`config.mk`:
```
export PLATFORM = sky130hd
export DESIGN_NAME = config_chain_loader
export DESIGN_NICKNAME = d
export VERILOG_FILES = /design/src/rtl/config_chain_pkg.sv /design/src/rtl/config_rb_packer.sv /design/src/rtl/config_chain_loader.sv
export SDC_FILE = /design/constraint.sdc
export NUM_CORES = 1
export LEC_CHECK = 0
export CORE_MARGIN = 5
export CORE_UTILIZATION = 31
export DETAILED_ROUTE_END_ITERATION = 6
export RECOVER_POWER = 100
export REMOVE_ABC_BUFFERS = 1
export SKIP_LAST_GASP = 1
export SLEW_MARGIN = 25
export SYNTH_ARGS = -nofsm -noshare
export SYNTH_HDL_FRONTEND = slang
export SYNTH_SLANG_ARGS = --single-unit
export TNS_END_PERCENT = 20
```
`constraint.sdc`:
```
create_clock -name clk -period 1.8 [get_ports clk]
set_clock_uncertainty 0.05 [all_clocks]
set_input_delay 0.36 -clock clk [delete_from_list [all_inputs] [get_ports clk]]
set_output_delay 0.36 -clock clk [all_outputs]
set_load 0.02 [all_outputs]
```
`src/rtl/config_chain_pkg.sv`:
```
// Shared types and sizing helpers for the configuration chain loader.
package config_chain_pkg;

   // Loader FSM states.
   typedef enum logic [1:0] {
      ST_IDLE  = 2'd0,
      ST_FETCH = 2'd1,
      ST_SHIFT = 2'd2,
      ST_DONE  = 2'd3
   } state_t;

   // Words needed per load: ceil(chain_len / word_w).
   function automatic int calc_n(input int chain_len, input int word_w);
      return (chain_len + word_w - 1) / word_w;
   endfunction

   // Bits taken from word 0 (1..word_w); the remaining words are full.
   function automatic int calc_r(input int chain_len, input int word_w);
      return chain_len - (calc_n(chain_len, word_w) - 1) * word_w;
   endfunction

   // Counter width able to hold values 0..v-1 (never narrower than 1 bit).
   function automatic int cnt_w(input int v);
      return (v <= 2) ? 1 : $clog2(v);
   endfunction

endpackage

```
`src/rtl/config_rb_packer.sv`:
```
// Packs bits leaving the chain tail into readback words using the same
// framing as the write stream: R bits in word 0, then WORD_W bits per word.
module config_rb_packer
   import config_chain_pkg::*;
#(
   parameter int CHAIN_LEN = 7,
   parameter int WORD_W    = 8
)
(
   input  logic              clk,
   input  logic              rst,
   input  logic              i_clear,
   input  logic              i_en,
   input  logic              i_bit,
   output logic [WORD_W-1:0] o_rb_word,
   output logic              o_rb_valid
);

   localparam int R    = calc_r(CHAIN_LEN, WORD_W);
   localparam int BC_W = cnt_w(WORD_W);
   localparam logic [BC_W-1:0] R_M1 = BC_W'(R - 1);
   localparam logic [BC_W-1:0] W_M1 = BC_W'(WORD_W - 1);

   logic [WORD_W-1:0] r_cap;
   logic [BC_W-1:0]   r_cnt;
   logic              r_first;
   logic [WORD_W-1:0] w_cap_nxt;
   logic [BC_W-1:0]   w_cnt_last;
   logic              w_word_end;

   // Word 0 starts from a cleared register, so its unused upper bits stay 0.
   assign w_cap_nxt  = (r_cap << 1) | WORD_W'(i_bit);
   assign w_cnt_last = r_first ? R_M1 : W_M1;
   assign w_word_end = (r_cnt == w_cnt_last);

   // Capture on every enabled shift; emit a word when its last bit arrives.
   always_ff @(posedge clk) begin
      if (rst) begin
         r_cap      <= '0;
         r_cnt      <= '0;
         r_first    <= 1'b1;
         o_rb_word  <= '0;
         o_rb_valid <= 1'b0;
      end else begin
         o_rb_valid <= 1'b0;
         if (i_clear) begin
            r_cap   <= '0;
            r_cnt   <= '0;
            r_first <= 1'b1;
         end else if (i_en) begin
            if (w_word_end) begin
               o_rb_word  <= w_cap_nxt;
               o_rb_valid <= 1'b1;
               r_cap      <= '0;
               r_cnt      <= '0;
               r_first    <= 1'b0;
            end else begin
               r_cap <= w_cap_nxt;
               r_cnt <= r_cnt + BC_W'(1);
            end
         end
      end
   end

endmodule

```
`src/rtl/config_chain_loader.sv`:
```
// Serial configuration chain writer. Shifts CHAIN_LEN bits into the chain,
// MSB first, fed from a word stream, and reads the old contents back.
//
// Handshake: a word transfers on a rising edge where cfg_valid and cfg_ready
// are both high. cfg_ready is high in FETCH and in the last SHIFT cycle of a
// word when more words remain; cfg_valid is ignored at any other time and
// the source may drop it freely (the chain simply holds while it waits).
module config_chain_loader
   import config_chain_pkg::*;
#(
   parameter int CHAIN_LEN = 7,
   parameter int WORD_W    = 8
)
(
   input  logic              clk,
   input  logic              rst,
   input  logic              start,
   input  logic [WORD_W-1:0] cfg_word,
   input  logic              cfg_valid,
   output logic              cfg_ready,
   output logic              configuration_input,
   output logic              configuration_enable,
   input  logic              configuration_output,
   output logic [WORD_W-1:0] rb_word,
   output logic              rb_valid,
   output logic              busy,
   output logic              done,
   output logic [1:0]        dbg_state
);

   localparam int N    = calc_n(CHAIN_LEN, WORD_W);
   localparam int R    = calc_r(CHAIN_LEN, WORD_W);
   localparam int BC_W = cnt_w(WORD_W);
   localparam int WC_W = cnt_w(N + 1);
   localparam logic [BC_W-1:0] R_M1  = BC_W'(R - 1);
   localparam logic [BC_W-1:0] W_M1  = BC_W'(WORD_W - 1);
   localparam logic [WC_W-1:0] WORDS = WC_W'(N);

   state_t            r_state;
   state_t            w_state_nxt;
   logic [WORD_W-1:0] r_shreg;
   logic [BC_W-1:0]   r_bits_left;   // bits of current word still to send after this one
   logic [WC_W-1:0]   r_word_idx;    // index of the next word to fetch
   logic              r_cin;
   logic              r_cen;
   logic              r_busy;
   logic              r_done;
   logic              w_hs;
   logic              w_ready;
   logic              w_last_bit;
   logic              w_more;
   logic              w_load_start;
   logic [WORD_W-1:0] w_aligned;

   assign w_last_bit   = (r_bits_left == '0);
   assign w_more       = (r_word_idx != WORDS);
   assign w_load_start = (r_state == ST_IDLE) && start;

   // Word 0 only contributes its low R bits; move them to the top so every
   // word leaves MSB first from bit WORD_W-1.
   assign w_aligned = (r_word_idx == '0) ? (cfg_word << (WORD_W - R)) : cfg_word;

   // Next-state and handshake decode.
   always_comb begin
      w_state_nxt = r_state;
      w_hs        = 1'b0;
      w_ready     = 1'b0;
      case (r_state)
         ST_IDLE: begin
            if (start) w_state_nxt = ST_FETCH;
         end
         ST_FETCH: begin
            w_ready = 1'b1;
            if (cfg_valid) begin
               w_hs        = 1'b1;
               w_state_nxt = ST_SHIFT;
            end
         end
         ST_SHIFT: begin
            if (w_last_bit) begin
               if (!w_more) begin
                  w_state_nxt = ST_DONE;
               end else begin
                  w_ready = 1'b1;
                  if (cfg_valid) w_hs = 1'b1;
                  else           w_state_nxt = ST_FETCH;
               end
            end
         end
         ST_DONE: begin
            w_state_nxt = ST_IDLE;
         end
         default: begin
            w_state_nxt = ST_IDLE;
         end
      endcase
   end

   // State, counters and the serial output register.
   always_ff @(posedge clk) begin
      if (rst) begin
         r_state     <= ST_IDLE;
         r_shreg     <= '0;
         r_bits_left <= '0;
         r_word_idx  <= '0;
         r_cin       <= 1'b0;
         r_cen       <= 1'b0;
         r_busy      <= 1'b0;
         r_done      <= 1'b0;
      end else begin
         r_state <= w_state_nxt;
         r_busy  <= (w_state_nxt != ST_IDLE);
         r_done  <= (w_state_nxt == ST_DONE);
         if (w_load_start) r_word_idx <= '0;
         if (w_hs) begin
            r_cin       <= w_aligned[WORD_W-1];
            r_shreg     <= w_aligned << 1;
            r_bits_left <= (r_word_idx == '0) ? R_M1 : W_M1;
            r_word_idx  <= r_word_idx + WC_W'(1);
            r_cen       <= 1'b1;
         end else if ((r_state == ST_SHIFT) && !w_last_bit) begin
            r_cin       <= r_shreg[WORD_W-1];
            r_shreg     <= r_shreg << 1;
            r_bits_left <= r_bits_left - BC_W'(1);
            r_cen       <= 1'b1;
         end else begin
            r_cin <= 1'b0;
            r_cen <= 1'b0;
         end
      end
   end

   config_rb_packer #(
      .CHAIN_LEN (CHAIN_LEN),
      .WORD_W    (WORD_W)
   ) u_rb_packer (
      .clk        (clk),
      .rst        (rst),
      .i_clear    (w_load_start),
      .i_en       (r_cen),
      .i_bit      (configuration_output),
      .o_rb_word  (rb_word),
      .o_rb_valid (rb_valid)
   );

   assign cfg_ready            = w_ready;
   assign configuration_input  = r_cin;
   assign configuration_enable = r_cen;
   assign busy                 = r_busy;
   assign done                 = r_done;
   assign dbg_state            = r_state;

endmodule

```
==> results of run 1 <==
-- critical path: stages, from the launching register on --
cell,delay [ns]
dfxtp_2,0.35
inv_4,0.05
ha_4,0.15
and4bb_2,0.25
o21a_1,0.20
buf_6,0.13
-- state kept, by name, indices dropped and copies added (netlist names) --
name and flops:
busy 1, configuration_enable 1, configuration_input 1, dbg_state 2
done 1, r_bits_left 3, r_shreg 7, r_word_idx 1
u_rb_packer.o_rb_valid 1, u_rb_packer.o_rb_word 8, u_rb_packer.r_cap 7, u_rb_packer.r_cnt 3
u_rb_packer.r_first 1
-- cell families after synthesis --
group           after synthesis  share of synthesized area
simple gates                 61                     0.1767
flops                        37                     0.4451
compound gates               32                     0.1406
buf+inv                      19                    0.05563
mux                          17                     0.1030
fa+ha+maj                     7                    0.05263
xor+xnor                      5                    0.02632
-- repair_timing --
item	4_1_cts	5_1_grt
setup endpoints to repair	10	11
gates resized for setup	15	2
pin swaps	2	2
-- power by group through the flow --
stage,combinational (mW),sequential [mW],clock (mW)
final,0.202,0.842,0.608
after CTS,0.205,0.841,0.631
after global placement,0.197,0.859,0
after global routing,0.222,0.844,0.673
after detailed placement,0.198,0.859,0
after floorplan,0.0756,0.871,0
-- worst paths after layout --
| kind | endpoint | start | cells past startpoint | slack [ns] |
|---|---|---|---|---|
| hold / removal | configuration_input | r_shreg[7] | 2 | 0.42 |
| setup / recovery | cfg_ready | dbg_state[0] | 5 | -0.03 |
| setup reg to reg | busy | dbg_state[0] | 7 | 0.07 |
| hold reg to reg | configuration_input | r_shreg[7] | 2 | 0.42 |
-- metrics by stage --
stage / utilization / cells
floorplan: - / 166
global placement: 0.4120 / 286
detailed placement: 0.4120 / 286
CTS: 0.4359 / 294
global route: 0.4366 / 294
finish: 0.4366 / 294
-- area by class of cell --
cell class | instances | area, µm²
fillers | 507 | 2914
multi-input cells | 122 | 854.6
flip-flops and latches | 37 | 744.5
repair buffers | 50 | 446.7
well taps | 70 | 87.58
clock buffers | 6 | 82.58
inverters | 7 | 28.78
clock inverters | 2 | 13.76
-- synth_stat cells, drive strengths merged, types with 6 or more instances --
cell type / count
dfxtp: 37
nor2: 21
mux2i: 16
nand2: 12
nand3: 11
buf: 8
nor2b: 8
a211oi: 7
ha: 7
inv: 7
a21oi: 6
a311oi: 6
-- metal layers --
metal / part of all wire / up-vias / wire [µm] / global-route usage
met5: 0 / - / 0 / 0
met4: 0.017 / 0 / 59 / 0.04606
li1: - / 713 / - / -
met3: 0.026 / 7 / 92 / 0.02574
met2: 0.48 / 20 / 1706 / 0.1735
met1: 0.48 / 640 / 1716 / 0.1351
==> out/qor.yml, run 1 <==
ys_seq_elements: 37
rsz0062_at_grt: "true"
yosys.area.top_type: "dfxtp_1"
worst_pin_slew_ns: 0.6779
postPlaceCellArea_um2: 2131
netlist_top_cells_area: "dfxtp_1, mux2i_1, ha_1"
diodes: 0
p_clk_frac: 0.368
synthCells: 178
status: "finished with violations"
finalCriticalPeriod_ns: 1.829
die_w_um: 83.27
synth_ff_type: "dfxtp_1"
wl_per_cell_um: 12.16
p_int_mw: 1.245
power.share.sequential: 0.510
wl_um: 3575
grt_max_degree: 20
yosysUniqueCellTypes: 35
layout_commonest_cell: "dfxtp_1"
p_per_area_nw_per_um2: 731.6
drt_pass1_iterations: 4
violations: "setup timing"
antenna_left: 0
remaining_drc_errors: 0
maxSlewViolCount: 0
overflow: 0
whs_ns: 0.4214
hp-class: "flop to flop"
num_rows: 26
clockRootBuffer: "clkbuf_8"
nets: 243
setup.worst_path.end_class: "output pin"
seq_area_frac_synth: 0.4451
synth_top_cell_area_share: 0.4451
yosysWarnings: 0
path_clk_slew_ns: 0.08
syn-mean-instance-area_um2: 9.349
gp_congestion: 0.7496
htreeDepth: 2
required_ns: 1.39
area_delta_synth_final_pct: 35.71
clk-insertion-delay-late_ns: 0.28
finalWorstSetupSlack_ns: -0.02904
swShare: 0.2466
setup_violations: 1
path_max_fanout: 3
final_cell_mix: "dfxtp_1, clkdlybuf4s50_1, buf_4"
post_cts_buffers: 0
ios: 29
power_switching_mw: 0.4075
fp.dieArea_um2: 6933
cts_hold_buf: 0
via_count: 1380
dp_hpwl_um: 2712
via_per_inst: 4.694
cts_tree: "done"
worstSetupPathType: "flop to output pin"
die_h_um: 83.27
leakage_nw: 0.7986
drive_above_1_share: 0.1920
vdd_drop_max_v: 0.0002881
synth_area_um2: 1664
track_usage: 0.1072
cts_num_sinks: 37
synth-async-reset-ratio: 0
start_util: 0.3217
antenna_found_initial: 0
grt_first_pass_wirelength_um: 6210
clk_path_buf_depth: 2
tns_ns: -0.02904
cts_buffers: 5
max_slew_margin: 0.5450
synth_edf_count: 0
timing.fmax_mhz: 546.7
crit_path_start_kind: "flop"
pwr-share-comb: 0.122
drt-initial-drc-count: 81
grt_pass1_vias: 1325
io_buffers: 28
critPathArrivalTime_ns: 1.42
finalPower_mw: 1.652
drv_cap: 0
dp_slack_ns: -0.1688
timing.final.crit_share: 1.016
final_area_um2: 2258
core-area_um2: 5172
hold_viol_final: 0
No activity file was read; power rests on OpenSTA's default activity.
==> run 2: changes to the inputs <==
ABC_AREA = 1   (was unset)
CORE_ASPECT_RATIO = 1.5   (was unset)
==> out/qor.yml, run 2 <==
worst_pin_slew_ns: 0.3232  # -0.3548 ns
start_util: 0.3168  # -0.004897
worstSetupPathType: "flop to output pin"
yosys.area.top_type: "dfxtp_1"
drt-initial-drc-count: 62  # -23%
synth-compound-area-share: 0.1092  # -0.03139
ys_seq_elements: 37  # unchanged
timing.fmax_mhz: 565.7  # +3.5%
rsz0062_at_grt: "true"
fp.dieArea_um2: 7582  # +9.4%
final_cell_mix: "nand2_1, dfxtp_1, clkdlybuf4s50_1"
synth.mux.area_fraction: 0  # -0.1030
min_path_cells: 2  # unchanged
setup_violations: 0  # -1
path_clk_slew_ns: 0.08  # about the same
whs_ns: 0.4127  # -0.008654 ns
diodes: 0  # unchanged
synthMostInstantiatedCell: "nand2_1"
regMostFlops: "u_rb_packer.o_rb_word"
reg2reg_from: "dbg_state[1]"
die_h_um: 104.2  # +25%
hold_viol_final: 0  # unchanged
ios: 29  # unchanged
track_usage: 0.1145  # +0.007296
via_count: 1699  # +23%
fill_cells: 612  # +21%
yosysUniqueCellTypes: 28  # -20%
num_rows: 34  # +31%
grt_max_degree: 23  # +15%
synth_fa_ha_area_frac: 0.04778  # -0.004850
timing.final.crit_share: 0.9821  # -0.03399
syn-mean-instance-area_um2: 7.361  # -21%
netlist_top_cells_area: "dfxtp_1, nand2_1, nand3_1"
synth_top_family_by_area: "simple AND/OR/NAND/NOR gates"
clk_path_buf_depth: 2  # unchanged
crit_start: "dbg_state[1]"
leakage_nw: 1.027  # +29%
worstHoldEndpoint: "u_rb_packer.r_first"
instances_no_fill: 370  # +26%
antenna_found_initial: 0  # unchanged
gp_congestion: 0.8187  # +9.2%
dp_hpwl_um: 3064  # +13%
finalPower_mw: 1.753  # +6.1%
drive_above_1_share: 0.2148  # +0.02280
wl_per_cell_um: 11.12  # -8.6%
setup.worst_path.end_class: "output pin"
synth_ff_type: "dfxtp_1"
drt_pass1_iterations: 5  # +1
finalCriticalPeriod_ns: 1.768  # -0.06118 ns
grt_pass1_vias: 1530  # +15%
synth-async-reset-ratio: 0  # unchanged
via_per_inst: 4.592  # -2.2%
synthCells: 249  # +40%
clockRootBuffer: "clkbuf_8"
reg2reg_slack_ns: 0.15  # +0.08 ns
antenna_left: 0  # unchanged
drv_cap: 0  # unchanged
r2r_cells: 10  # +3
largestRegisters: "u_rb_packer.o_rb_word (8), r_shreg (7), u_rb_packer.r_cap (7)"
overflow: 0  # unchanged
cts_tree: "done"
worstReg2RegEnd: "r_shreg[7]"
critPathArrivalTime_ns: 1.36  # -0.06 ns
remaining_drc_errors: 0  # unchanged
maxSlewViolCount: 0  # unchanged
io_buffers: 28  # unchanged
cts_hold_buf: 0  # unchanged
die_w_um: 72.79  # -13%
cts_buffers: 5  # unchanged
nets: 317  # +30%
hp-start: "u_rb_packer.r_first"
required_ns: 1.39  # about the same
seq_area_frac_synth: 0.4041  # -0.04102
status: "finished, final reports clean"
core-area_um2: 5786  # +12%
vdd_drop_max_v: 0.0003876  # +35%
crit_path_start_kind: "flop"
synth_edf_count: 0  # unchanged
synthSimpleGateAreaFrac: 0.3188  # +0.1421
clk-insertion-delay-late_ns: 0.29  # about the same
synthTopCellsByCount: "nand2_1, dfxtp_1, inv_1, nand3_1, a21oi_1"
wl_um: 4114  # +15%
htreeDepth: 2  # unchanged
largest_reg_flops: 8  # unchanged
p_per_area_nw_per_um2: 710.3  # -2.9%
cts_num_sinks: 37  # unchanged
dp_cells: 360  # +26%
path_max_fanout: 4  # +1
area_delta_synth_final_pct: 34.68
synth_top_cell_area_share: 0.4041  # -0.04102
synthXorXnorAreaFrac: 0.01433  # -0.01198
yosysWarnings: 0  # unchanged
max_slew_margin: 0.7839  # +0.2389
layout_commonest_cell: "nand2_1"
synth_area_um2: 1833  # +10%
hp-class: "flop to flop"
grt_first_pass_wirelength_um: 7017  # +13%
-- run 2: cell count changes in the layout (fill, tap and decap cells not counted), moves of 4 or more --
cell | before | now
a211oi_1 | 7 | 1
nor2_1 | 21 | 16
nor3_1 | 0 | 5
a311oi_1 | 6 | 0
inv_2 | 1 | 7
nand2_1 | 12 | 62
o21ai_0 | 2 | 11
a21oi_2 | 0 | 4
nand3_1 | 11 | 22
a21oi_1 | 6 | 19
mux2i_1 | 16 | 0
nor2b_1 | 8 | 0
inv_1 | 5 | 20
nand4_1 | 2 | 7
-- run 2: through the flow --
stage                     cell area (µm²)  setup slack (ns)  setup TNS [ns]  utilization
after floorplan                      1749           -0.1160         -0.2027            -
after global placement               2317           -0.2462         -0.2462       0.4005
after detailed placement             2317           -0.2500         -0.2500       0.4005
after CTS                            2445          0.009878               0       0.4226
after global routing                 2469          -0.01932        -0.04295       0.4267
final                                2469           0.03214               0       0.4267
-- run 2: worst max-delay path by stage --
stage | endpoint | slack, ns | depth (start not counted)
2_1_floorplan | cfg_ready | -0.12 | 3
3_3_place_gp | cfg_ready | -0.25 | 7
3_5_place_dp | cfg_ready | -0.25 | 7
4_1_cts | cfg_ready | 0.01 | 4
5_1_grt | cfg_ready | -0.02 | 6
6_report | dbg_state[1] | 0.03 | 2
-- run 2: kinds of logic (layout without fill, tap and decap cells) --
logic type	Yosys count	count (layout)
XOR/XNOR	3	3
buffers and inverters	41	90
adder cells (fa/ha/maj)	7	7
flip-flops	37	37
AO/OA/AOI/OAI	36	36
AND/OR/NAND/NOR	125	125
-- run 2: metal layers --
metal / vias to the layer above / part of all wire / GRT usage
met2: 26 / 0.54 / 0.2087
met4: 0 / 0.014 / 0.03958
met5: - / 0 / 0
li1: 901 / - / -
met1: 766 / 0.41 / 0.1262
met3: 6 / 0.037 / 0.02418
-- run 2: what timing repair did --
item | 4_1_cts | 5_1_grt
pin swaps | 3 | 3
cloned | 0 | 0
setup buffers | 1 | 1
endpoints found under the setup margin | 1 | 4
gates resized for setup | 18 | 7
-- run 2: report_power, final --
group | switching, mW | total, mW | internal (mW)
Combinational | 0.169 | 0.322 | 0.152
Sequential | 0.0158 | 0.857 | 0.841
Clock | 0.307 | 0.575 | 0.267
Total | 0.493 | 1.75 | 1.26
-- run 2: cell type report --
| class | instances | area [µm²] | share of cell area |
|---|---|---|---|
| flip-flops and latches | 37 | 748.2 | 0.3031 |
| well taps | 72 | 90.09 | 0.03649 |
| repair buffers | 53 | 496.7 | 0.2012 |
| multi-input cells | 171 | 934.6 | 0.3786 |
| clock buffers | 5 | 68.82 | 0.02788 |
| clock inverters | 3 | 17.52 | 0.007096 |
| inverters | 29 | 112.6 | 0.04562 |
-- run 2: worst max-delay path, cell delays in order, from the launching register on --
cell and delay (ns):
dfxtp_4 0.38, buf_4 0.11, clkdlybuf4s50_1 0.59
==> run 3: changes to the inputs <==
GPL_ROUTABILITY_DRIVEN = 0   (was unset)
==> results of run 3 <==
The final DEF is identical to that of run 2; final timing and power are the same.
